File: src/rtl/game_pkg.sv
// Shared types, widths and helpers for the reaction-time game sequencer.
package game_pkg;

  localparam int unsigned MS_W = 14;

  typedef enum logic [2:0] {
    ST_IDLE, ST_ARM, ST_WAIT, ST_GO, ST_SHOW, ST_FOUL, ST_DONE
  } state_e;

  typedef enum logic [2:0] {
    HEX_OFF   = 3'd0,
    HEX_READY = 3'd1,
    HEX_WAIT  = 3'd2,
    HEX_GO    = 3'd3,
    HEX_TIME  = 3'd4,
    HEX_FOUL  = 3'd5,
    HEX_DONE  = 3'd6
  } hex_instr_e;

  // Start delay in ms for a given LFSR code.
  function automatic logic [MS_W-1:0] start_delay(input logic [3:0] code,
                                                  input int unsigned min_ms,
                                                  input int unsigned step_ms);
    return MS_W'(min_ms + 32'(code) * step_ms);
  endfunction

endpackage

File: src/rtl/reaction_round_ctrl_if.sv
// Game-side signal bundle: tick/key/switch/LFSR inputs and display/score outputs.
interface reaction_round_ctrl_if;

  logic                     tick_1ms;
  logic                     enable;
  logic                     key_n;
  logic [3:0]               rand_code;
  logic                     rand_req;
  logic [2:0]               hex_instr;
  logic                     led_go;
  logic [3:0]               round_idx;
  logic [game_pkg::MS_W-1:0] last_ms;
  logic [game_pkg::MS_W-1:0] best_ms;
  logic                     foul;
  logic                     done;

  modport master (
    output tick_1ms, enable, key_n, rand_code,
    input  rand_req, hex_instr, led_go, round_idx, last_ms, best_ms, foul, done
  );

  modport slave (
    input  tick_1ms, enable, key_n, rand_code,
    output rand_req, hex_instr, led_go, round_idx, last_ms, best_ms, foul, done
  );

endinterface

File: src/rtl/key_sync_edge.sv
// Two-stage synchronizer for an active-low pushbutton plus a falling-edge pulse.
module key_sync_edge (
  input  logic clk,
  input  logic rst_n,
  input  logic key_n,
  output logic press
);

  // sync[1:0] are the metastability stages, sync[2] holds the previous level.
  logic [2:0] sync;

  always_ff @(posedge clk or negedge rst_n) begin
    if (!rst_n) sync <= '1;
    else        sync <= {sync[1:0], key_n};
  end

  assign press = sync[2] & ~sync[1];

endmodule

File: src/rtl/reaction_round_ctrl.sv
// Round sequencer for the reaction-time game: random delay, reaction timing,
// false-start detection, round counting and best/last score tracking.
module reaction_round_ctrl
  import game_pkg::*;
#(
  parameter int unsigned ROUNDS        = 3,
  parameter int unsigned MIN_DELAY_MS  = 1000,
  parameter int unsigned DELAY_STEP_MS = 250,
  parameter int unsigned HOLD_MS       = 2000,
  parameter int unsigned MAX_MS        = 9999
) (
  input  logic                 clk,
  input  logic                 rst_n,
  reaction_round_ctrl_if.slave bus
);

  localparam logic [MS_W-1:0] ONE        = MS_W'(1);
  localparam logic [MS_W-1:0] MAX_CNT    = MS_W'(MAX_MS);
  localparam logic [MS_W-1:0] HOLD_CNT   = MS_W'(HOLD_MS);
  localparam logic [3:0]      LAST_ROUND = 4'(ROUNDS - 1);

  state_e          state;
  hex_instr_e      hex_instr;
  logic [MS_W-1:0] cnt;
  logic [MS_W-1:0] last_ms;
  logic [MS_W-1:0] best_ms;
  logic [3:0]      round_idx;
  logic            rand_req;
  logic            led_go;
  logic            foul;
  logic            done;
  logic            press;

  key_sync_edge u_key (
    .clk   (clk),
    .rst_n (rst_n),
    .key_n (bus.key_n),
    .press (press)
  );

  // cnt is shared: delay countdown in WAIT, reaction count-up in GO,
  // hold countdown in SHOW/FOUL. Press is tested before tick everywhere.
  always_ff @(posedge clk or negedge rst_n) begin
    if (!rst_n) begin
      state     <= ST_IDLE;
      hex_instr <= HEX_OFF;
      cnt       <= '0;
      last_ms   <= '0;
      best_ms   <= MAX_CNT;
      round_idx <= '0;
      rand_req  <= 1'b0;
      led_go    <= 1'b0;
      foul      <= 1'b0;
      done      <= 1'b0;
    end else begin
      rand_req <= 1'b0;
      foul     <= 1'b0;
      if (!bus.enable) begin
        state     <= ST_IDLE;
        hex_instr <= HEX_READY;
        round_idx <= '0;
        led_go    <= 1'b0;
        done      <= 1'b0;
      end else begin
        unique case (state)
          ST_IDLE: begin
            hex_instr <= HEX_READY;
            if (press) begin
              state     <= ST_ARM;
              hex_instr <= HEX_WAIT;
              rand_req  <= 1'b1;
            end
          end
          ST_ARM: begin
            cnt   <= start_delay(bus.rand_code, MIN_DELAY_MS, DELAY_STEP_MS);
            state <= ST_WAIT;
          end
          ST_WAIT: begin
            if (press) begin
              state     <= ST_FOUL;
              hex_instr <= HEX_FOUL;
              foul      <= 1'b1;
              cnt       <= HOLD_CNT;
            end else if (bus.tick_1ms) begin
              if (cnt <= ONE) begin
                state     <= ST_GO;
                hex_instr <= HEX_GO;
                led_go    <= 1'b1;
                cnt       <= '0;
              end else begin
                cnt <= cnt - ONE;
              end
            end
          end
          ST_GO: begin
            if (press || cnt == MAX_CNT) begin
              state     <= ST_SHOW;
              hex_instr <= HEX_TIME;
              led_go    <= 1'b0;
              last_ms   <= cnt;
              cnt       <= HOLD_CNT;
              if (press && cnt < best_ms) best_ms <= cnt;
            end else if (bus.tick_1ms) begin
              cnt <= cnt + ONE;
            end
          end
          ST_SHOW, ST_FOUL: begin
            if (bus.tick_1ms) begin
              if (cnt > ONE) begin
                cnt <= cnt - ONE;
              end else if (state == ST_SHOW && round_idx == LAST_ROUND) begin
                state     <= ST_DONE;
                hex_instr <= HEX_DONE;
                done      <= 1'b1;
              end else begin
                if (state == ST_SHOW) round_idx <= round_idx + 4'd1;
                state     <= ST_ARM;
                hex_instr <= HEX_WAIT;
                rand_req  <= 1'b1;
              end
            end
          end
          ST_DONE: begin
            if (press) begin
              state     <= ST_ARM;
              hex_instr <= HEX_WAIT;
              done      <= 1'b0;
              round_idx <= '0;
              rand_req  <= 1'b1;
            end
          end
          default: state <= ST_IDLE;
        endcase
      end
    end
  end

  assign bus.rand_req  = rand_req;
  assign bus.hex_instr = hex_instr;
  assign bus.led_go    = led_go;
  assign bus.round_idx = round_idx;
  assign bus.last_ms   = last_ms;
  assign bus.best_ms   = best_ms;
  assign bus.foul      = foul;
  assign bus.done      = done;

endmodule

File: src/flat_wrapper.sv
// flat-port wrapper written by rule: the top's interface ports become plain ports
module reaction_round_ctrl_flat import game_pkg::*;
#(
  parameter int unsigned ROUNDS        = 3,
  parameter int unsigned MIN_DELAY_MS  = 1000,
  parameter int unsigned DELAY_STEP_MS = 250,
  parameter int unsigned HOLD_MS       = 2000,
  parameter int unsigned MAX_MS        = 9999
)
  (clk, rst_n, bus_tick_1ms, bus_enable, bus_key_n, bus_rand_code, bus_rand_req, bus_hex_instr, bus_led_go, bus_round_idx, bus_last_ms, bus_best_ms, bus_foul, bus_done);
  reaction_round_ctrl_if bus_i ();
  input  logic clk;
  input  logic rst_n;
  input wire logic [$bits(bus_i.tick_1ms)-1:0] bus_tick_1ms;
  input wire logic [$bits(bus_i.enable)-1:0] bus_enable;
  input wire logic [$bits(bus_i.key_n)-1:0] bus_key_n;
  input wire logic [$bits(bus_i.rand_code)-1:0] bus_rand_code;
  output wire logic [$bits(bus_i.rand_req)-1:0] bus_rand_req;
  output wire logic [$bits(bus_i.hex_instr)-1:0] bus_hex_instr;
  output wire logic [$bits(bus_i.led_go)-1:0] bus_led_go;
  output wire logic [$bits(bus_i.round_idx)-1:0] bus_round_idx;
  output wire logic [$bits(bus_i.last_ms)-1:0] bus_last_ms;
  output wire logic [$bits(bus_i.best_ms)-1:0] bus_best_ms;
  output wire logic [$bits(bus_i.foul)-1:0] bus_foul;
  output wire logic [$bits(bus_i.done)-1:0] bus_done;
  assign bus_i.tick_1ms = bus_tick_1ms;
  assign bus_i.enable = bus_enable;
  assign bus_i.key_n = bus_key_n;
  assign bus_i.rand_code = bus_rand_code;
  assign bus_rand_req = bus_i.rand_req;
  assign bus_hex_instr = bus_i.hex_instr;
  assign bus_led_go = bus_i.led_go;
  assign bus_round_idx = bus_i.round_idx;
  assign bus_last_ms = bus_i.last_ms;
  assign bus_best_ms = bus_i.best_ms;
  assign bus_foul = bus_i.foul;
  assign bus_done = bus_i.done;
  reaction_round_ctrl #(.ROUNDS(ROUNDS), .MIN_DELAY_MS(MIN_DELAY_MS), .DELAY_STEP_MS(DELAY_STEP_MS), .HOLD_MS(HOLD_MS), .MAX_MS(MAX_MS)) u_core (.clk(clk), .rst_n(rst_n), .bus(bus_i));
endmodule
File: config.mk
export PLATFORM = sky130hd
export DESIGN_NAME = reaction_round_ctrl_flat
export DESIGN_NICKNAME = d
export VERILOG_FILES = /design/src/rtl/game_pkg.sv /design/src/rtl/reaction_round_ctrl_if.sv /design/src/rtl/key_sync_edge.sv /design/src/rtl/reaction_round_ctrl.sv /design/src/flat_wrapper.sv
export SDC_FILE = /design/constraint.sdc
export NUM_CORES = 1
export LEC_CHECK = 0
export CAP_MARGIN = 25
export CORE_UTILIZATION = 45
export CTS_CLUSTER_SIZE = 30
export DETAILED_ROUTE_END_ITERATION = 16
export PLACE_DENSITY_LB_ADDON = 0.15
export SLEW_MARGIN = 20
export SYNTH_ARGS = -nofsm -noshare
export SYNTH_HDL_FRONTEND = slang
export SYNTH_SLANG_ARGS = --single-unit
File: constraint.sdc
create_clock -name clk -period 6.25 [get_ports clk]
set_input_delay 1.5625 -clock clk [delete_from_list [all_inputs] [get_ports clk]]
set_output_delay 1.5625 -clock clk [all_outputs]
set_load 0.01 [all_outputs]
* Word level (Yosys, flattened, before mapping)
Index checks and enable logic that the tools add are counted.
Operators by class: muxes and demuxes 52, reduce and logical (&&, ||, !) cells 15, multiply operators 1, eq/ne operators 28, add/subtract/negate cells 4, magnitude comparators 3, bitwise logic cells 2
Operator list (count):
- 2-to-1 mux 14 bit | 7
- case mux 14 bit (4 select lines) | 1
- 2-to-1 mux 3 bit | 14
- case mux 3 bit (5 select lines) | 2
- 2-to-1 mux 4 bit | 6
- inequality test 3 x 2 -> 1 bit, second input constant | 8
- AND reduction 6 bit | 3
- 2-to-1 mux 1 bit | 17
- inequality test 3 bit, second input constant | 5
- adder 14 x 1 -> 14 bit, second input constant | 1
- equality test 14 bit, second input constant | 1
- greater-than comparator 14 x 1 -> 1 bit, second input constant | 1
- less-or-equal comparator 14 x 1 -> 1 bit, second input constant | 1
- < comparator 14 bit | 1
- subtractor 14 x 1 -> 14 bit, second input constant | 1
- adder 10 x 12 -> 13 bit, first input constant | 1
- multiplier 4 x 7 -> 11 bit, second input constant | 1
- AND reduction 5 bit | 2
- equality test 3 bit, second input constant | 3
- case mux 4 bit (2 select lines) | 1
- AND reduction 7 bit | 1
- equality test 3 x 2 -> 1 bit, second input constant | 2
- inequality test 3 x 1 -> 1 bit, second input constant | 2
- inequality test 6 x 1 -> 1 bit, second input constant | 1
- 18 further kinds | 22
Storage, ports and cells: bits of input ports 9, word-level logic and storage cells 116, output and inout bits 39, register bits 59

* Logic depth before layout (Yosys ltp)
Gate-level depths: netlist of the first run.
word-level depth 7, mapped depth 12, gate-level depth less buffers 12

* By module
A second synthesis of the first run with hierarchy kept.
Second synthesis, totals: cells, all modules 459, area, all modules 4357.9 um^2
By module, submodules not included:
- reaction_round_ctrl | cells an instance 455, area each 4265.3 um^2, seq. area each 1411.4 um^2, instances 1
- key_sync_edge | cells an instance 4, area each 92.6 um^2, seq. area each 78.8 um^2, instances 1

* Least setup slack after synthesis of the first run
Ideal clock, no wire load.
kind input -> register, start input bus_rand_code[1], end register u_core.cnt[10], data arrival time 4.938 ns, slack 1.177 ns, library setup time 0.135 ns, buffers on the path 0, stages on the path 12, required time 6.115 ns, cell sequence fa_1 > inv_1 > fa_1 > inv_1 > ha_1 > and3b_1 > a2111oi_0 > xnor2_1 > or4_1 > xnor2_1 > o32ai_1 > o21ai_0
On the way: word-level cells in the longest chain between the ends 3
RTL lines:
- from (decl) | line flat_wrapper.sv:17 | input wire logic [$bits(bus_i.rand_code)-1:0] bus_rand_code;
- multiplier 4 x 7 -> 11 bit | line game_pkg.sv:24 | return MS_W'(min_ms + 32'(code) * step_ms);
- adder 10 x 12 -> 13 bit | line game_pkg.sv:24
- case mux 14 bit (4 select lines) | line reaction_round_ctrl.sv:65 | unique case (state)
- to (signal assigned) | line reaction_round_ctrl.sv:75 | cnt <= start_delay(bus.rand_code, MIN_DELAY_MS, DELAY_STEP_MS);
- to (signal assigned) | line reaction_round_ctrl.sv:91 | cnt <= cnt - ONE;
- to (signal assigned) | line reaction_round_ctrl.sv:104 | cnt <= cnt + ONE;
- to (decl) | line reaction_round_ctrl.sv:24 | logic [MS_W-1:0] cnt;
No other way between the ends. A chain may end at the register's enable or synchronous reset.

* Worst setup path after layout of the first run
Ends and elaborated chain as after synthesis.

==> run summary, run 1 <==
The first-pass GRT wire length is 16,700 um. After synthesis the netlist holds a flip-flop and latch count of 59. The async set or reset register ratio after synthesis came out at 100%. By area the synthesized netlist is led by sky130_fd_sc_hd__dfrtp_1 27%, sky130_fd_sc_hd__ha_1 9.4%, sky130_fd_sc_hd__mux2_2 6.9%.

After clock tree synthesis, the repair step resized 0 gates. The final critical-path share of the clock period came out at 89.8%. The die boundary height is 101 um. The largest net degree at the start of global routing is 60. The max-cap violation count is 0.

Net switching is 39.8% of the power. At the worst endpoint, the arrival time is 5.87 ns. The core footprint came out at 9370 sq um. By startpoint and endpoint, the worst setup path is classified as in2reg. The sequential share of power came out at 38.9%. The endpoint required time on the critical path came out at 6.50 ns. After synthesis, the netlist uses 67 different library cells. The final weighted congestion in routability-driven placement came out at 0.842. The number of pins with negative max-slew slack in the final report came out at 0. The final-report setup violation count is 0. The clock input transition at the sequential cells of the worst setup and hold paths is 0.07 ns. The post-route netlist has 14.0% of its cells at a drive strength greater than 1.

In this run the core area contains 35 standard-cell rows. The number of buffers inserted during clock tree synthesis came out at 9. The adder-cell area share of the yosys netlist is 12.6%.

The fraction of the mapped netlist area in simple logic gates came out at 15.6%. Setup repair after global routing left no endpoint under its margin. The sort of element at the start of the critical path is an input pin.

The number of antenna violations at the first check in global routing came out at 0. The aggregate global-route resource usage came out at 21.2%. The combinational cell fraction of total power came out at 37.4%. After detailed routing, the average wire length per cell comes to 15.7 um. The total internal power is 903 uW. Post-CTS timing repair inserted 0 buffers for setup. For this design the total switching power over the nets is 597 uW. The achievable clock frequency came out at 178 MHz.

The via density per instance is 5.70. The final layout net count came out at 558. Subtracting the final worst setup slack from the clock period gives 5.61 ns. The longest clock path from root to sink contains 2 buffers. The cell sitting at the root of the clock tree is a sky130_fd_sc_hd__clkbuf_8. The remaining global-route overflow came out at 0. By area, the combinational part of the netlist is dominated by compound AO/OA/AOI/OAI gates. The clock latency on the worst-skew pair is 0.34 ns. The area fraction in compound gates after synthesis is 18.5%. For this configuration, the core starts out at a cell density of 46.9%. The worst setup path is captured at a register. Final hold analysis gives a worst-case slack of 0.358 ns. The number of routed nets with antenna violations came out at 0.

Buffers placed on the I/O ports in this run total 47. Counting every net in the synthesized netlist gives 521. The remaining max-slew budget at the tightest pin came out at 42.4%.

The number of global-route vias before repair came out at 3,413. The clock arrives with 0.0115 ns of skew. The accumulated negative setup slack came out at 0 ns. The transition at the pin with the smallest max-transition slack came out at 0.865 ns. The maximum net fanout on the critical path is 6.

The static leakage came out at 2.15 nW. Among all flip-flop cells after synthesis, the most frequent one is sky130_fd_sc_hd__dfrtp_1. The final routed wirelength across all metal layers came out at 10,100 um. The post-synthesis instance total is 472. The number of ports placed on the die boundary came out at 48. The layout overhead on the synthesized area came out at 16.1%. The number of hold-slack violations in the final timing report is 0. The count of unresolved DRC violations after routing is 0. The number of antenna diodes in the final layout is 0. The share of total power in the clock network is 23.7%. The xor and xnor fraction of the mapped netlist area is 4.78%. The biggest area contributor in the post-synthesis netlist is sky130_fd_sc_hd__dfrtp_1. After synthesis, the largest area contributor takes up 27.3% of total cell area. The deepest level of the CTS H-tree is 3. Dividing total power by cell area gives a power density of 294 nW/um^2. The chip width came out at 101 um. The netlist area before placement came out at 4400 sq um. The average cell area after synthesis came out at 9.31 sq um. The min-delay analysis places its worst path in the category reg2reg. The die area came out at 10,200 sq um.

The TritonCTS clock tree is yes. The number of design-rule violations left by the first detailed-router iteration is 224. For this block, the via count after detailed routing is 3,662. The count of TritonRoute iterations in the first routing pass came out at 5.

The count of clock tree sinks came out at 59. The flow ran to the end, and the final reports show no timing, DRC or antenna violations. The estimated wirelength of the detail-placed design came out at 7360 um. The number of hold buffers added after CTS was 0.

The register area share after synthesis is 33.9%. The Yosys warning count came out at 0. In the synthesized netlist, mux cells make up 7.83% of the area. The worst vdd rail ir drop came out at 117 uV. The count of flip-flops with a built-in enable after synthesis came out at 0.
-- state kept, by name, summed over array words and instances (netlist names) --
name / count
u_core.bus.last_ms: 14
u_core.bus.led_go: 1
u_core.bus.foul: 1
u_core.bus.rand_req: 1
u_core.bus.round_idx: 4
u_core.cnt: 14
u_core.bus.done: 1
u_core.u_key.sync: 3
u_core.bus.hex_instr: 3
u_core.state: 3
u_core.bus.best_ms: 14
-- per-stage QoR --
stage	area, sq um	power, mW	utilization, %	cells	setup slack [ns]
4_1_cts	5090	1.50	54.3	643	0.596
5_1_grt	5100	1.61	54.5	643	0.342
3_5_place_dp	4890	1.14	52.2	627	0.235
6_report	5100	1.50	54.5	643	0.636
3_3_place_gp	4890	1.13	52.2	627	0.365
2_1_floorplan	4400	1.01	-	472	1.18
-- logic make-up after synthesis --
kind of cell,Yosys count
DFF,59
xor gates and xnor gates,24
and+or+nand+nor,139
buffers and inverters,61
AOI/OAI and AO/OA,118
adders and majority gates,40
muxes,31
-- worst max-delay path, stage by stage --
cell and delay (ns):
sky130_fd_sc_hd__clkdlybuf4s50_1 0.54, sky130_fd_sc_hd__fa_1 0.64, sky130_fd_sc_hd__inv_1 0.10, sky130_fd_sc_hd__fa_1 0.51, sky130_fd_sc_hd__inv_1 0.05, sky130_fd_sc_hd__ha_1 0.35, sky130_fd_sc_hd__and3b_1 0.20, sky130_fd_sc_hd__a2111oi_0 0.64
sky130_fd_sc_hd__xnor2_1 0.23, sky130_fd_sc_hd__or4_1 0.60, sky130_fd_sc_hd__xnor2_1 0.19, sky130_fd_sc_hd__o32ai_1 0.10, sky130_fd_sc_hd__o21ai_0 0.17
-- layer usage --
metal / share of wire [%] / GRT usage [%] / vias to the layer above
met3: 5.6 / 4.44 / 14
met2: 45 / 32.7 / 126
li1: - / - / 1779
met4: 1.3 / 6.24 / 0
met1: 48 / 29.9 / 1743
met5: 0 / 0 / -
-- synthesized netlist by cell type (4+ instances only) --
cell type and count:
sky130_fd_sc_hd__mux2_2 27, sky130_fd_sc_hd__dfrtp_1 48, sky130_fd_sc_hd__a211oi_1 7, sky130_fd_sc_hd__nand3_1 11, sky130_fd_sc_hd__mux2i_1 4, sky130_fd_sc_hd__a31oi_1 4, sky130_fd_sc_hd__xnor2_1 15, sky130_fd_sc_hd__ha_1 33
sky130_fd_sc_hd__nor3_1 18, sky130_fd_sc_hd__o21ai_0 21, sky130_fd_sc_hd__o211ai_1 4, sky130_fd_sc_hd__xor2_1 9, sky130_fd_sc_hd__fa_1 7, sky130_fd_sc_hd__o31ai_1 9, sky130_fd_sc_hd__a21o_1 8, sky130_fd_sc_hd__inv_1 35
sky130_fd_sc_hd__a221o_1 4, sky130_fd_sc_hd__nand2_1 37, sky130_fd_sc_hd__o22ai_1 4, sky130_fd_sc_hd__dfstp_2 11, sky130_fd_sc_hd__a21oi_1 31, sky130_fd_sc_hd__nor2_1 35, sky130_fd_sc_hd__and3_1 4, sky130_fd_sc_hd__clkbuf_1 16
-- cell usage in the layout, fill, tap and decap left out, types with 3 or more instances in the layout --
cell type | synthesis | routed
sky130_fd_sc_hd__o21ai_0 | 21 | 21
sky130_fd_sc_hd__o22ai_1 | 4 | 4
sky130_fd_sc_hd__a211oi_1 | 7 | 7
sky130_fd_sc_hd__or2_2 | 3 | 3
sky130_fd_sc_hd__nand2b_1 | 3 | 3
sky130_fd_sc_hd__nor2_1 | 35 | 35
sky130_fd_sc_hd__dfstp_2 | 11 | 11
sky130_fd_sc_hd__o31ai_1 | 9 | 9
sky130_fd_sc_hd__mux2i_1 | 4 | 4
sky130_fd_sc_hd__dfrtp_1 | 48 | 48
sky130_fd_sc_hd__ha_1 | 33 | 33
sky130_fd_sc_hd__mux2_2 | 27 | 27
sky130_fd_sc_hd__nor2b_1 | 3 | 3
sky130_fd_sc_hd__a221o_1 | 4 | 4
sky130_fd_sc_hd__or4_1 | 3 | 3
sky130_fd_sc_hd__and3_1 | 4 | 4
sky130_fd_sc_hd__xnor2_1 | 15 | 15
sky130_fd_sc_hd__clkdlybuf4s50_1 | 0 | 46
sky130_fd_sc_hd__buf_4 | 1 | 4
sky130_fd_sc_hd__o221ai_1 | 3 | 3
sky130_fd_sc_hd__o211ai_1 | 4 | 4
sky130_fd_sc_hd__a31oi_1 | 4 | 4
sky130_fd_sc_hd__fa_1 | 7 | 7
sky130_fd_sc_hd__or3_1 | 3 | 3
sky130_fd_sc_hd__clkbuf_8 | 1 | 11
sky130_fd_sc_hd__xor2_1 | 9 | 9
sky130_fd_sc_hd__clkbuf_1 | 16 | 3
sky130_fd_sc_hd__nand2_1 | 37 | 37
sky130_fd_sc_hd__nand4_1 | 3 | 3
sky130_fd_sc_hd__nor3_1 | 18 | 17
sky130_fd_sc_hd__a21o_1 | 8 | 8
sky130_fd_sc_hd__inv_1 | 35 | 35
sky130_fd_sc_hd__nand3_1 | 11 | 11
sky130_fd_sc_hd__a21oi_1 | 31 | 31
sky130_fd_sc_hd__nor4_1 | 3 | 3
-- power by group through the flow --
stage | sequential (mW) | clock (mW) | combinational (mW)
floorplan | 0.496 | 0 | 0.513
global placement | 0.585 | 0 | 0.542
detailed placement | 0.587 | 0 | 0.555
CTS | 0.580 | 0.362 | 0.558
global route | 0.599 | 0.382 | 0.634
finish | 0.584 | 0.355 | 0.561
-- final timing paths --
path / from / end / slack, ns / cells after the start
worst max-delay path: bus_rand_code[1] / u_core.cnt[10] / 0.64 / 13
worst min-delay path: u_core.u_key.sync[0] / u_core.u_key.sync[1] / 0.36 / 0
worst max register to register: u_core.cnt[5] / u_core.cnt[11] / 2.90 / 7
worst min register to register: u_core.u_key.sync[0] / u_core.u_key.sync[1] / 0.36 / 0
max in group asynchronous: rst_n / u_core.bus.last_ms[7] / 4.39 / 2
min in group asynchronous: rst_n / u_core.bus.round_idx[2] / 1.37 / 2
-- area by class of cell --
cell class / instances / area, sq um
multi-input combinational: 352 / 2620
tap: 129 / 161
sequential: 59 / 1490
clock buffer: 14 / 163
fill: 892 / 4270
timing repair buffer: 51 / 495
inverter: 36 / 135
clock inverter: 2 / 35.0
Note: power is estimated with default switching activity, not from simulation.
==> run 2, diff against run 1 <==
- CORE_UTILIZATION: 45 -> 50
- SLEW_MARGIN: 20 -> unset
- SYNTH_HIERARCHICAL: unset -> 1
==> run 2 against run 1 <==
Compared with the run above: core utilization up 6.2 points; maximum frequency up 13%; final area down 0.91%; synthesized cell count down 2.8%; non-clock buffer count unchanged; via count down 2.0%; clock skew down 0.0028 ns; setup slack better by 0.63 ns; cell count down 5.6%; count of clock-buffer cells in the layout down 3; total power up 9.8%; first-iteration DRC count up 46%.
==> run summary, run 2 <==
Adding up every negative setup slack in the final design gives 0 ns. For this design the ratio of total power to cell area is 326 nW/um^2. The endpoint required time on the critical path came out at 6.49 ns.

Measured in cells, the most critical reg-to-reg path has a length of 9. The remaining max-slew budget at the tightest pin is 40.4%. The count of standard-cell rows came out at 33. The core footprint is 8340 sq um. The aggregate global-route resource usage came out at 24.4%. The proportion of layout cells with a drive suffix above 1 came out at 15.3%. The number of synthesized register bits came out at 59. The number of hold-slack violations in the final timing report was 0. The netlist area before placement is 4360 sq um.

The largest total area in the synthesized netlist belongs to sky130_fd_sc_hd__dfrtp_1. Setup repair after global routing left no endpoint under its margin. The number of global-route vias before repair was 3,244. The longest individual stage delay on the worst path came out at 0.63 ns. At the end of routability-driven placement, the weighted congestion stood at 0.969. The vias after detailed routing is 3,588.

After synthesis, the most frequently instantiated cells are 48 x sky130_fd_sc_hd__dfrtp_1, 34 x sky130_fd_sc_hd__ha_1, 33 x sky130_fd_sc_hd__nor2_1, 32 x sky130_fd_sc_hd__inv_1, 31 x sky130_fd_sc_hd__o21ai_0. The hold slack came out at 0.357 ns. After synthesis, the largest area contributor takes up 27.6% of total cell area.

The predominant post-synthesis flop cell is sky130_fd_sc_hd__dfrtp_1. The most repeated cell in the gate-level netlist after synthesis is sky130_fd_sc_hd__dfrtp_1. The layout filler cell count came out at 754. The clock reaches the later pin of the worst-skew pair after 0.35 ns.

The layout overhead on the synthesized area is 16.0%. The smallest clock period supported by the final layout is computed as 4.98 ns. In this run, CTS created clock tree buffers numbering 9.

The number of ports placed on the die boundary is 48. The final routed wirelength across all metal layers is 9970 um. Clock skew on the completed layout was measured at 0.00868 ns. The number of pins with negative max-slew slack in the final report came out at 0. The first-pass GRT wire length is 16,600 um. The worst register-to-register path ends at u_core/cnt[11]. The achievable clock frequency is 201 MHz. The worst vdd rail ir drop came out at 170 uV. The transition at the pin with the smallest max-transition slack came out at 0.884 ns.

In this run the most critical hold path is launched from u_core/u_key/sync[0]. After detailed routing, the number of remaining DRC violations is 0. Once the floorplan was initialized, standard cells occupied 52.3% of the core. The register area share after synthesis came out at 34.2%. The signal on the critical path passes through clkdlybuf4s50_1 > fa_1 > inv_1 > fa_1 > inv_1 > ha_1 > a211oi_1 > nor2_1 > xnor2_1 > o41ai_1 > xnor2_1 > a221o_1. Summed over all nets, the half-perimeter wirelength after detailed placement is 7270 um. The deepest level of the CTS H-tree came out at 3. After layout, the worst path uses 79.7% of the clock period. The floorplan step defined a die boundary enclosing 9090 sq um. For hold timing, the worst endpoint is u_core/u_key/sync[1]. The average cell area after synthesis came out at 9.49 sq um. The per-cell routed wire length is 16.4 um.

Leaving out fill and tap cells, the most frequent cells in the layout are 48 x sky130_fd_sc_hd__dfrtp_1, 46 x sky130_fd_sc_hd__clkdlybuf4s50_1, 34 x sky130_fd_sc_hd__ha_1, 33 x sky130_fd_sc_hd__nor2_1, 32 x sky130_fd_sc_hd__inv_1. The count of antenna diodes in the layout is 0. The post-cts repair resize count came out at 0. In this run the tool buffered the top-level ports with 47 buffer cells. The final-report setup violation count came out at 0.

The worst setup path is captured at a register. The post-synthesis cell type count came out at 73. For the worst setup path, the data arrival time is 5.21 ns. The worst register-to-register path begins at u_core/cnt[0]. The flow ran to the end, and the final reports show no timing, DRC or antenna violations. The die boundary height is 95.4 um. The setup check on the worst reg-to-reg path leaves a slack of 3.45 ns. The Yosys warning count is 6. The tree built by TritonCTS fans out to 59 sinks. The final layout net count is 547. The TritonCTS clock tree is yes. The pre-antenna-repair detailed-routing pass consisted of 5 iterations. The buffer type at the clock tree root is sky130_fd_sc_hd__clkbuf_8. The post-CTS setup buffer count is 0. The number of antenna violations at the first check in global routing came to 0. The floorplan step set the die width to 95.4 um. The max-cap violation count is 0. The remaining global-route overflow came out at 0. The number of hold buffers added after CTS is 0.

The analysis attributes to cell leakage a power of 2.19 nW. Leaving out fill and tap cells, the most frequent cell in the layout is sky130_fd_sc_hd__dfrtp_1. After synthesis, the cell types taking the most area are sky130_fd_sc_hd__dfrtp_1 28%, sky130_fd_sc_hd__ha_1 9.8%, sky130_fd_sc_hd__mux2_2 7.0%. Using the TritonRoute via totals, the vias-per-cell ratio works out to 5.91. The detail route stage leaves a number of antenna-violating nets equal to 0.

The maximum net fanout on the critical path is 6. After the first detailed-routing iteration, the DRC count stood at 326. The largest registers in the layout are u_core/bus.best_ms: 14 flops, u_core/bus.last_ms: 14 flops, u_core/cnt: 14 flops. The worst setup path is of the in2reg kind.

The async set or reset register ratio after synthesis is 100%. In this run, synthesis inferred 0 flip-flops with an integrated enable. The largest net degree at the start of global routing is 60. The worst path buffer plus inverter count is 3.

The post-synthesis instance total is 459. The synthesized netlist net count is 509. The worst setup path is launched from an input pin. The kind of cell with the highest combined delay along the critical path is adder cells. The count of cells along the worst hold path came out at 0. The clock tree buffer depth is 2.

The tightest min-delay check is of the reg2reg type. On the critical path, the stage with the largest delay is an instance of sky130_fd_sc_hd__fa_1. The clock input transition at the sequential cells of the worst setup and hold paths is 0.07 ns.
-- run 2: cell count changes after synthesis, moves of 3 or more --
cell / before / now
sky130_fd_sc_hd__xnor2_1: 15 / 12
sky130_fd_sc_hd__nand2_1: 37 / 27
sky130_fd_sc_hd__clkbuf_1: 16 / 11
sky130_fd_sc_hd__nand4_1: 3 / 6
sky130_fd_sc_hd__nor3_1: 18 / 14
sky130_fd_sc_hd__a21oi_1: 31 / 28
sky130_fd_sc_hd__inv_1: 35 / 32
sky130_fd_sc_hd__buf_2: 3 / 10
sky130_fd_sc_hd__nand3_1: 11 / 7
sky130_fd_sc_hd__and2_1: 0 / 4
sky130_fd_sc_hd__o21ai_0: 21 / 31
sky130_fd_sc_hd__and3_1: 4 / 9
sky130_fd_sc_hd__o31ai_1: 9 / 3
-- run 2: report_power, final --
group | internal [mW] | switching, mW | total (mW) | leakage, nW
clock | 0.166 | 0.162 | 0.328 | 0.0880
combinational | 0.328 | 0.369 | 0.697 | 1.35
sequential | 0.462 | 0.160 | 0.622 | 0.751
total | 0.956 | 0.691 | 1.65 | 2.19
-- run 2: kinds of logic (layout without fill, tap and decap cells) --
group,Yosys count,in the layout,synth area share [%]
DFF,59,59,34.2
xor gates and xnor gates,20,20,4.02
AOI/OAI and AO/OA,119,119,18.7
muxes,32,32,8.15
adders and majority gates,41,41,13.0
buffers and inverters,56,99,5.40
and+or+nand+nor,132,132,16.6
-- run 2: worst max-delay path by stage --
stage                      from        endpoint  slack (ns)  depth (start not counted)
6_report       bus_rand_code[2]  u_core/cnt[11]        1.27                         12
5_1_grt        bus_rand_code[1]  u_core/cnt[11]        1.06                         12
4_1_cts        bus_rand_code[2]  u_core/cnt[11]        1.28                         12
3_5_place_dp   bus_rand_code[2]  u_core/cnt[11]        0.92                         12
3_3_place_gp   bus_rand_code[2]  u_core/cnt[11]        1.02                         12
2_1_floorplan  bus_rand_code[1]  u_core/cnt[11]        1.72                         11
-- run 2: stage by stage --
| stage | instances | worst slack, ns | power (mW) | instance area, sq um | utilization, % |
|---|---|---|---|---|---|
| detailed placement | 591 | 0.918 | 1.31 | 4870 | 58.4 |
| floorplan | 459 | 1.72 | 1.09 | 4360 | - |
| global placement | 591 | 1.02 | 1.30 | 4870 | 58.4 |
| finish | 607 | 1.27 | 1.65 | 5060 | 60.6 |
| CTS | 607 | 1.28 | 1.65 | 5060 | 60.6 |
| global route | 607 | 1.06 | 1.78 | 5060 | 60.6 |
-- run 2: metal layers --
layer | vias to the layer above | routed length [um] | track usage (%) | part of all wire, %
li1 | 1747 | - | - | -
met1 | 1691 | 4750 | 35.0 | 48
met2 | 131 | 4410 | 34.1 | 44
met3 | 19 | 542 | 4.86 | 5.4
met4 | 0 | 270 | 13.3 | 2.7
met5 | - | 0 | 0 | 0
-- run 2: cell type report --
class | count | area, sq um | share of cell area, %
multi-input cells | 344 | 2630 | 52.1
flip-flops and latches | 59 | 1490 | 29.5
inverters | 32 | 120 | 2.38
clock inverters | 5 | 36.3 | 0.717
well taps | 105 | 131 | 2.60
clock buffers | 11 | 151 | 2.99
repair buffers | 51 | 495 | 9.80
==> run 3, diff against run 2 <==
- clock period: 6.25 -> 4.2 ns (I/O delays scaled with it)
==> run 3 against run 2 <==
Compared with the run above: setup slack got worse by 1.2 ns; core utilization increased by 3.6 points; register-to-register slack got worse by 2.1 ns; critical endpoint is now u_core/cnt[12]; largest cell class unchanged.
==> run summary, run 3 (same netlist as run 2, synthesis figures left out) <==
The run finished with clean final reports. The maximum net fanout on the critical path is 4. Clock tree synthesis inserted a total of 9 buffers.

The met1 usage in global routing is 36.2%. The clock tree buffer depth is 2. The layout overhead on the synthesized area is 23.0%. The count of clock tree sinks came out at 59.

The worst setup path is of the in2reg kind. The smallest clock period supported by the final layout is computed as 4.10 ns. The achievable clock frequency came out at 244 MHz. The worst setup skew after layout is 0.00988 ns. The routed layout has 3,825 vias.

The worst-case register-to-register setup slack is 1.31 ns. The count of standard-cell rows is 33. Setup violations remaining at the end of the flow were counted as 0.

The final layout net count is 576. The number of ports placed on the die boundary is 48. The per-cell routed wire length is 16.8 um. Global routing used 25.3% of the available tracks.

The worst register-to-register path ends at u_core/cnt[11]. Of the available clock period, the critical path in the final layout requires 97.6%. The count of unresolved DRC violations after routing is 0. The deepest level of the CTS H-tree is 3.

The number of antenna violations at the first check in global routing came out at 0. The final routed wirelength across all metal layers came out at 10,700 um. After detailed routing, the number of vias per cell comes to 6.01.

The die boundary height came out at 95.4 um. The most frequent standard cell in the layout excluding fill and tap cells is sky130_fd_sc_hd__dfrtp_1. The number of pins with negative max-slew slack in the final report came to 0. After global routing the overflow that remains totals 0. The core footprint came out at 8340 sq um. The static leakage came out at 2.36 nW. The reg-to-reg startpoint is u_core/cnt[0].

The layout filler cell count is 699. The total power came out at 2.72 mW. The global routing met3 resource utilization came out at 4.23%.

The most congested layer reported by global routing is met2. Entering global routing, the biggest net connects 40 pins. The die area came out at 9090 sq um. The number of hold buffers added after CTS came out at 0.

At the later pin of the worst-skew pair, clock insertion delay measures 0.34 ns. The proportion of layout cells with a drive suffix above 1 came out at 20.5%. The remaining max-slew budget at the tightest pin is 41.5%. The count of cells along the worst hold path came out at 0. The count of antenna diodes in the layout came out at 0.

Routability-driven placement finished with a final weighted congestion of 0.912. The min-delay analysis places its worst path in the category reg2reg. The met2 demand-to-capacity share in global routing came out at 37.3%. The first-pass GRT wire length is 17,500 um.

Cells fill 64.3% of the core in the end. The minimum setup slack in the final design came out at 0.102 ns. The starting utilization of the core area came out at 52.3%. The number of hold-slack violations in the final timing report was 0. The transition at the pin with the smallest max-transition slack is 0.878 ns. The number of global-route vias before repair is 3,460. Detailed placement finished with a half-perimeter wire length of 7670 um.

The largest registers in the layout are u_core/bus.best_ms: 14 flops, u_core/bus.last_ms: 14 flops, u_core/cnt: 14 flops. Measured in cells, the most critical reg-to-reg path has a length of 9. The endpoint required time on the critical path is 4.42 ns. From left edge to right edge, the die measures 95.4 um. The TritonCTS clock tree is yes. The number of routed nets with antenna violations came out at 0. The worst vdd rail ir drop came out at 282 uV. The worst endpoint data arrival time came out at 4.32 ns.

Timing analysis after detailed placement gives a worst setup slack of -0.414 ns. Leaving out fill and tap cells, the most frequent cells in the layout are 48 x sky130_fd_sc_hd__dfrtp_1, 46 x sky130_fd_sc_hd__clkdlybuf4s50_1, 33 x sky130_fd_sc_hd__nor2_1, 33 x sky130_fd_sc_hd__ha_1. After clock tree synthesis, the clock-pin slew on the worst setup and hold paths is 0.07 ns. The number of port buffers came out at 47. The max-cap violation count came out at 0. The cell sitting at the root of the clock tree is a sky130_fd_sc_hd__clkbuf_8. After the first detailed-routing iteration, the DRC count stood at 434. Dividing total power by cell area gives a power density of 507 nW/um^2. In this run the most critical hold path is launched from u_core/u_key/sync[0]. The sort of element at the start of the critical path is an input pin. The nature of the critical path endpoint is a register. The worst hold path terminates at u_core/u_key/sync[1]. The count of TritonRoute iterations in the first routing pass is 5.
## run 3: stage by stage
step	hold WS, ns	TNS, ns	area (sq um)	instances
floorplan	0.345	0	4360	459
global placement	0.347	-1.02	5070	618
detailed placement	0.351	-1.99	5070	618
CTS	0.362	0	5300	634
global route	0.364	-0.0104	5360	636
finish	0.359	0	5360	636
## run 3: critical path, stage by stage
cell and delay, ns:
sky130_fd_sc_hd__clkdlybuf4s50_1 0.45, sky130_fd_sc_hd__fa_1 0.57, sky130_fd_sc_hd__inv_1 0.09, sky130_fd_sc_hd__fa_1 0.52, sky130_fd_sc_hd__inv_1 0.07, sky130_fd_sc_hd__ha_4 0.25
sky130_fd_sc_hd__a211oi_4 0.27, sky130_fd_sc_hd__nor2_1 0.09, sky130_fd_sc_hd__xnor2_1 0.16, sky130_fd_sc_hd__buf_4 0.17, sky130_fd_sc_hd__o41a_1 0.36, sky130_fd_sc_hd__a32oi_1 0.20
sky130_fd_sc_hd__o21ai_1 0.07
## run 3: how the worst max path moves through the flow
stage | from | endpoint | slack (ns) | depth (start not counted)
finish | bus_rand_code[3] | u_core/cnt[12] | 0.10 | 13
global route | bus_rand_code[3] | u_core/cnt[12] | -0.01 | 13
CTS | bus_rand_code[1] | u_core/cnt[10] | 0.04 | 13
detailed placement | bus_rand_code[1] | u_core/cnt[11] | -0.41 | 12
global placement | bus_rand_code[1] | u_core/cnt[11] | -0.26 | 12
floorplan | bus_rand_code[1] | u_core/cnt[11] | 0.18 | 11
## run 3: what timing repair did
item / CTS / global route
pin swaps: 0 / 6
buffers inserted: 0 / 1
setup endpoints to repair: 3 / 5
gates resized for setup: 1 / 5
## run 3: area by class of cell
cell class / count / area (sq um) / area share [%]
clock inverters: 4 / 75.1 / 1.40
clock buffers: 12 / 145 / 2.71
multi-input cells: 344 / 2680 / 49.9
inverters: 32 / 120 / 2.24
flip-flops and latches: 59 / 1490 / 27.8
well taps: 105 / 131 / 2.45
repair buffers: 80 / 721 / 13.4
## run 3: per-layer routing
layer	routed length, um	vias up	share of wire (%)
met5	0	-	0
met4	330	0	3.1
met3	704	34	6.6
met2	4790	161	45
met1	4870	1825	46
li1	-	1805	-
## run 3: power by group
group,switching [mW],internal (mW)
registers,0.141,0.690
clock network,0.226,0.351
logic,0.701,0.608
==> patch 1, RTL diff (flow settings as in run 3) <==
Change the package constant `MS_W` from 14 to 7.
--- a/src/rtl/game_pkg.sv
+++ b/src/rtl/game_pkg.sv
@@ -2,5 +2,5 @@
 package game_pkg;
 
-  localparam int unsigned MS_W = 14;
+  localparam int unsigned MS_W = 7;
 
   typedef enum logic [2:0] {
Ports: changed (resized bus_best_ms and bus_last_ms); port bits go from 48 to 34. No check against the original RTL was run, so the function may have changed too.
==> patch 1 against run 3 <==
Utilization shrank 2.2 points. Wire length shrank 50%. Worst setup slack gained 0.54 ns. Sequential cell count shrank 21. Power shrank 36%. Clock skew shrank 0.0048 ns. Clock power shrank 54%. Non-clock buffer count shrank 47. Sequential power shrank 22%. Design area shrank 43%. Synthesized area shrank 40%. Die area shrank 39%. Critical path depth shrank 3. Hold slack gained 0.0053 ns. Critical endpoint is now u_core/cnt[6]$_DFFE_PN0P_. Largest cell class unchanged.
==> patch 1: results (changes against run 3) <==
| Metric | Value |
|---|---|
| Worst rel slew slack | `43.2% (+1.8 points)` |
| Yosys warns | `6 (unchanged)` |
| CP max-delay cell | `clkdlybuf4s50_1` |
| ANT cells | `0 (unchanged)` |
| Max FO, Critical Path | `4 (unchanged)` |
| Num CTS Buffers | `5 (-4)` |
| Clk buf depth | `2 (unchanged)` |
| Share of flip-flops with an asynchronous set or reset | `100% (unchanged)` |
| First-pass GRT wire length | `8900 um (-49%)` |
| Drt total wl | `5370 um (-50%)` |
| VDD IR max | `0.000296 V (+4.7%)` |
| Share of layout cells above drive strength 1 | `14.0% (-6.5 points)` |
| CTS resizes | `0 (-1)` |
| Vias per cell | `5.68 (-5.5%)` |
| Final net count | `327 (-43%)` |
| Hold path start | `u_core/u_key/sync[0]$_DFF_PN1_` |
| Number of global-route vias before repair | `1848 (-47%)` |
| Sequential share of the synthesized area | `36.7% (+2.5 points)` |
| GR Util All Layers | `21.3% (-4.0 points)` |
| H-tree levels | `2 (-1)` |
| Clk slew on worst S/H paths | `0.08 ns` |
| Clock Latency Late Sink | `0.29 ns (-0.05 ns)` |
| Post CTS Setup Buffer Count | `0 (unchanged)` |
| Static leakage | `1.30 nW (-45%)` |
| Initial antenna violation count | `0 (unchanged)` |
| Crit path from | `bus_rand_code[1]` |
| Initial drt markers | `142 (-67%)` |
| Setup Skew | `0.00507 ns (-0.00481 ns)` |
| Slowest Stage Delay on Critical Path | `0.49 ns (-0.08 ns)` |
| Hold WC Path Type | `reg -> reg` |
| Largest net degree at the start of global routing | `39 (-2.5%)` |
| Cell variety after synth | `62 (-15%)` |
| Placed Area | `2930 um2 (-42%)` |
| IO buf count | `33 (-30%)` |
| Filler instances | `443 (-37%)` |
| Post-synth net total | `304 (-40%)` |
| Clk root buf | `clkbuf_8` |
| Pre-antenna DRT Iters | `4 (-1)` |
| Area delta synth->final | `15.9%` |
| Largest cells by area after synthesis | `dfrtp_1 (30%), ha_1 (8.1%), dfstp_2 (7.0%)` |
| Dpl hpwl | `3840 um (-50%)` |
| Reg2Reg Launch Point | `u_core/cnt[1]$_DFFE_PN0P_` |
| Post-synth top cells | `dfrtp_1 (31), nor2_1 (23), nand2_1 (21)` |
| Gpl congestion | `0.869 (-4.7%)` |
| Synth top area share | `29.7% (+2.1 points)` |
| Status | `finished clean` |
| Top flop regs | `u_core/bus.best_ms x7, u_core/bus.last_ms x7, u_core/cnt x7` |
[patch 1: cell count changes in the layout (fill, tap and decap cells not counted), moves of 8 or more]
cell	before	now
buf_4	32	0
dfrtp_1	48	31
inv_1	32	15
ha_1	33	17
a21oi_1	28	13
mux2_2	27	12
clkdlybuf4s50_1	46	32
o21ai_0	31	19
nor2_1	33	23
and3_1	9	1
[patch 1: metrics by stage]
step / instances / total power, mW / setup WS [ns]
5_1_grt: 367 / 1.88 / 0.472
3_3_place_gp: 359 / 1.46 / 0.429
4_1_cts: 367 / 1.74 / 0.629
3_5_place_dp: 359 / 1.47 / 0.314
2_1_floorplan: 276 / 1.23 / 0.997
6_report: 367 / 1.74 / 0.640
[patch 1: power breakdown]
| part | switching, mW | internal, mW | total (mW) |
|---|---|---|---|
| combinational | 0.414 | 0.413 | 0.827 |
| sequential | 0.171 | 0.475 | 0.646 |
| clock | 0.132 | 0.132 | 0.263 |
| total | 0.716 | 1.02 | 1.74 |
[patch 1: path summary, 6_finish.rpt]
| path | endpoint | slack (ns) | cells after the start |
|---|---|---|---|
| worst min-delay path | u_core/u_key/sync[1]$_DFF_PN1_ | 0.36 | 0 |
| worst max-delay path | u_core/cnt[6]$_DFFE_PN0P_ | 0.64 | 10 |
| worst max register to register | u_core/cnt[6]$_DFFE_PN0P_ | 1.40 | 7 |
| min in group asynchronous | u_core/bus.last_ms[3]$_DFFE_PN0P_ | 0.87 | 1 |
| max in group asynchronous | u_core/cnt[1]$_DFFE_PN0P_ | 2.80 | 1 |
| worst min register to register | u_core/u_key/sync[1]$_DFF_PN1_ | 0.36 | 0 |
[patch 1: cell type report]
cell class / count / area share, %
Tap cell: 67 / 2.77
Multi-Input combinational cell: 206 / 49.8
Clock buffer: 6 / 2.73
Clock inverter: 2 / 0.413
Sequential cell: 38 / 31.7
Timing Repair Buffer: 33 / 10.7
Inverter: 15 / 1.86
[patch 1: logic make-up (layout without fill, tap and decap cells)]
kind of cell	count (synthesis)	in the layout	synth area share [%]
AND/OR/NAND/NOR	84	84	16.6
AO/OA/AOI/OAI	74	74	20.5
flip-flops	38	38	36.7
buffers and inverters	32	56	5.51
adder cells (fa/ha/maj)	20	20	10.1
multiplexers	15	15	6.32
XOR/XNOR	13	13	4.36
[patch 1: routing by layer]
layer	vias to the layer above	global-route usage (%)	wire length, um	part of all wire (%)
li1	1040	-	-	-
met5	-	0	0	0
met4	0	7.34	56	1.0
met3	5	4.20	287	5.3
met1	988	30.8	2640	49
met2	53	31.9	2390	45
[patch 1: critical path, delay by kind of cell]
kind	cells	cell delay [ns]
adders and majority gates	3	1.29
buffers and inverters	1	0.49
AOI/OAI and AO/OA	1	0.15
xor gates and xnor gates	4	0.66
and+or+nand+nor	1	0.09
==> patch 2, RTL diff (flow settings as in run 3) <==
Made on the original files. Re-encode `state_e` (7 states) as Gray code, 3 bits wide.
--- a/src/rtl/game_pkg.sv
+++ b/src/rtl/game_pkg.sv
@@ -5,5 +5,5 @@
 
   typedef enum logic [2:0] {
-    ST_IDLE, ST_ARM, ST_WAIT, ST_GO, ST_SHOW, ST_FOUL, ST_DONE
+    ST_IDLE = 3'b000, ST_ARM = 3'b001, ST_WAIT = 3'b011, ST_GO = 3'b010, ST_SHOW = 3'b110, ST_FOUL = 3'b111, ST_DONE = 3'b101
   } state_e;
 
Behaviour: no difference found for any inputs over 10 cycles, from zero or initial values and one cycle with rst_n low; not proved beyond that.
==> patch 2 against run 3 <==
Global-route usage down 0.86 points. Sequential share of layout area down 0.75 points. Sequential power up 14%. Sequential cell count unchanged. Critical path depth up 1. Wire length up 2.6%. Synthesized area up 2.7%. Worst setup slack better by 0.035 ns. Power up 3.7%. Design area up 2.8%. Utilization down 0.80 points. Clock skew about the same.
==> patch 2: results (changes against run 3) <==
| Metric | Value |
|---|---|
| Status | `finished clean` |
| Placed cells | `659 (+6.6%)` |
| Largest cells by area after synthesis | `dfrtp_1 (27%), ha_1 (9.2%), dfstp_2 (6.5%)` |
| R2R Path End | `u_core/bus.best_ms[4]$_DFFE_PN0P_` |
| First-pass GRT wire length | `18600 um (+6.3%)` |
| Largest net degree at the start of global routing | `36 (-10%)` |
| Critical path destination | `u_core/cnt[10]$_DFFE_PN0P_` |
| Crit path from | `bus_rand_code[2]` |
| Setup Skew | `0.0101 ns (+0.000262 ns)` |
| Final net count | `611 (+6.1%)` |
| Vias per cell | `5.85 (-2.8%)` |
| Cell variety after synth | `66 (-9.6%)` |
| Grt met1 use | `31.9% (-4.3 points)` |
| M2 GR Usage | `39.9% (+2.6 points)` |
| GR Util All Layers | `24.4% (-0.86 points)` |
| VDD IR max | `0.000257 V (-9.0%)` |
| Gpl congestion | `0.925 (+1.4%)` |
| R2R depth | `8 (-1)` |
| Worst EP arrival | `4.31 ns (about the same)` |
| Mean routed wirelength per cell | `16.3 um (-3.3%)` |
| GRT met3 Usage | `4.05% (-0.18 points)` |
| Place WS | `-0.354 ns (+0.0607 ns)` |
| Post-synth net total | `541 (+6.3%)` |
| Dpl hpwl | `8230 um (+7.2%)` |
| Static leakage | `2.40 nW (+1.8%)` |
| Internal reg-to-reg setup slack | `0.69 ns (-0.62 ns)` |
| Drt total wl | `11000 um (+2.6%)` |
| Worst Max-Slew Pin Slew | `0.669 ns (-0.209 ns)` |
patch 2: layout make-up:
type | instances | area (um2)
tap | 108 | 135
clock buffer | 12 | 155
multi-input combinational | 370 | 2790
inverter | 34 | 128
clock inverter | 4 | 25.0
fill | 764 | 3170
timing repair buffer | 88 | 788
sequential | 59 | 1490
patch 2: routing by layer:
metal / part of all wire [%] / vias to the layer above / routed length [um]
met4: 3.3 / 0 / 358
met2: 47 / 128 / 5170
met1: 45 / 1876 / 4970
met3: 4.4 / 28 / 480
li1: - / 1914 / -
met5: 0 / - / 0
patch 2: critical path, stage by stage:
cell,delay (ns)
clkdlybuf4s50_1,0.45
fa_1,0.54
inv_1,0.07
fa_1,0.50
inv_1,0.04
ha_1,0.32
a211oi_2,0.18
buf_4,0.15
nor2b_1,0.04
mux2_4,0.28
a32o_1,0.28
xor2_1,0.17
nand2_1,0.08
a41oi_1,0.17
patch 2: cell families after synthesis:
logic type / count (synthesis) / synth area share (%)
simple gates: 151 / 17.8
compound gates: 133 / 19.5
buf+inv: 63 / 5.81
flops: 59 / 33.3
fa+ha+maj: 40 / 12.4
mux: 31 / 8.30
xor+xnor: 15 / 2.94
patch 2: stage by stage:
step / setup TNS, ns / power [mW] / cell area, um2
after floorplan: 0 / 1.77 / 4480
after global placement: -1.16 / 2.28 / 5260
after detailed placement: -1.78 / 2.32 / 5260
after CTS: 0 / 2.80 / 5440
after global routing: -0.0348 / 3.04 / 5510
final: 0 / 2.82 / 5510
patch 2: report_power, final:
| group | leakage (nW) | switching (mW) | internal [mW] | total [mW] |
|---|---|---|---|---|
| registers | 0.727 | 0.214 | 0.732 | 0.946 |
| clock network | 0.0884 | 0.225 | 0.244 | 0.469 |
| logic | 1.58 | 0.694 | 0.708 | 1.40 |
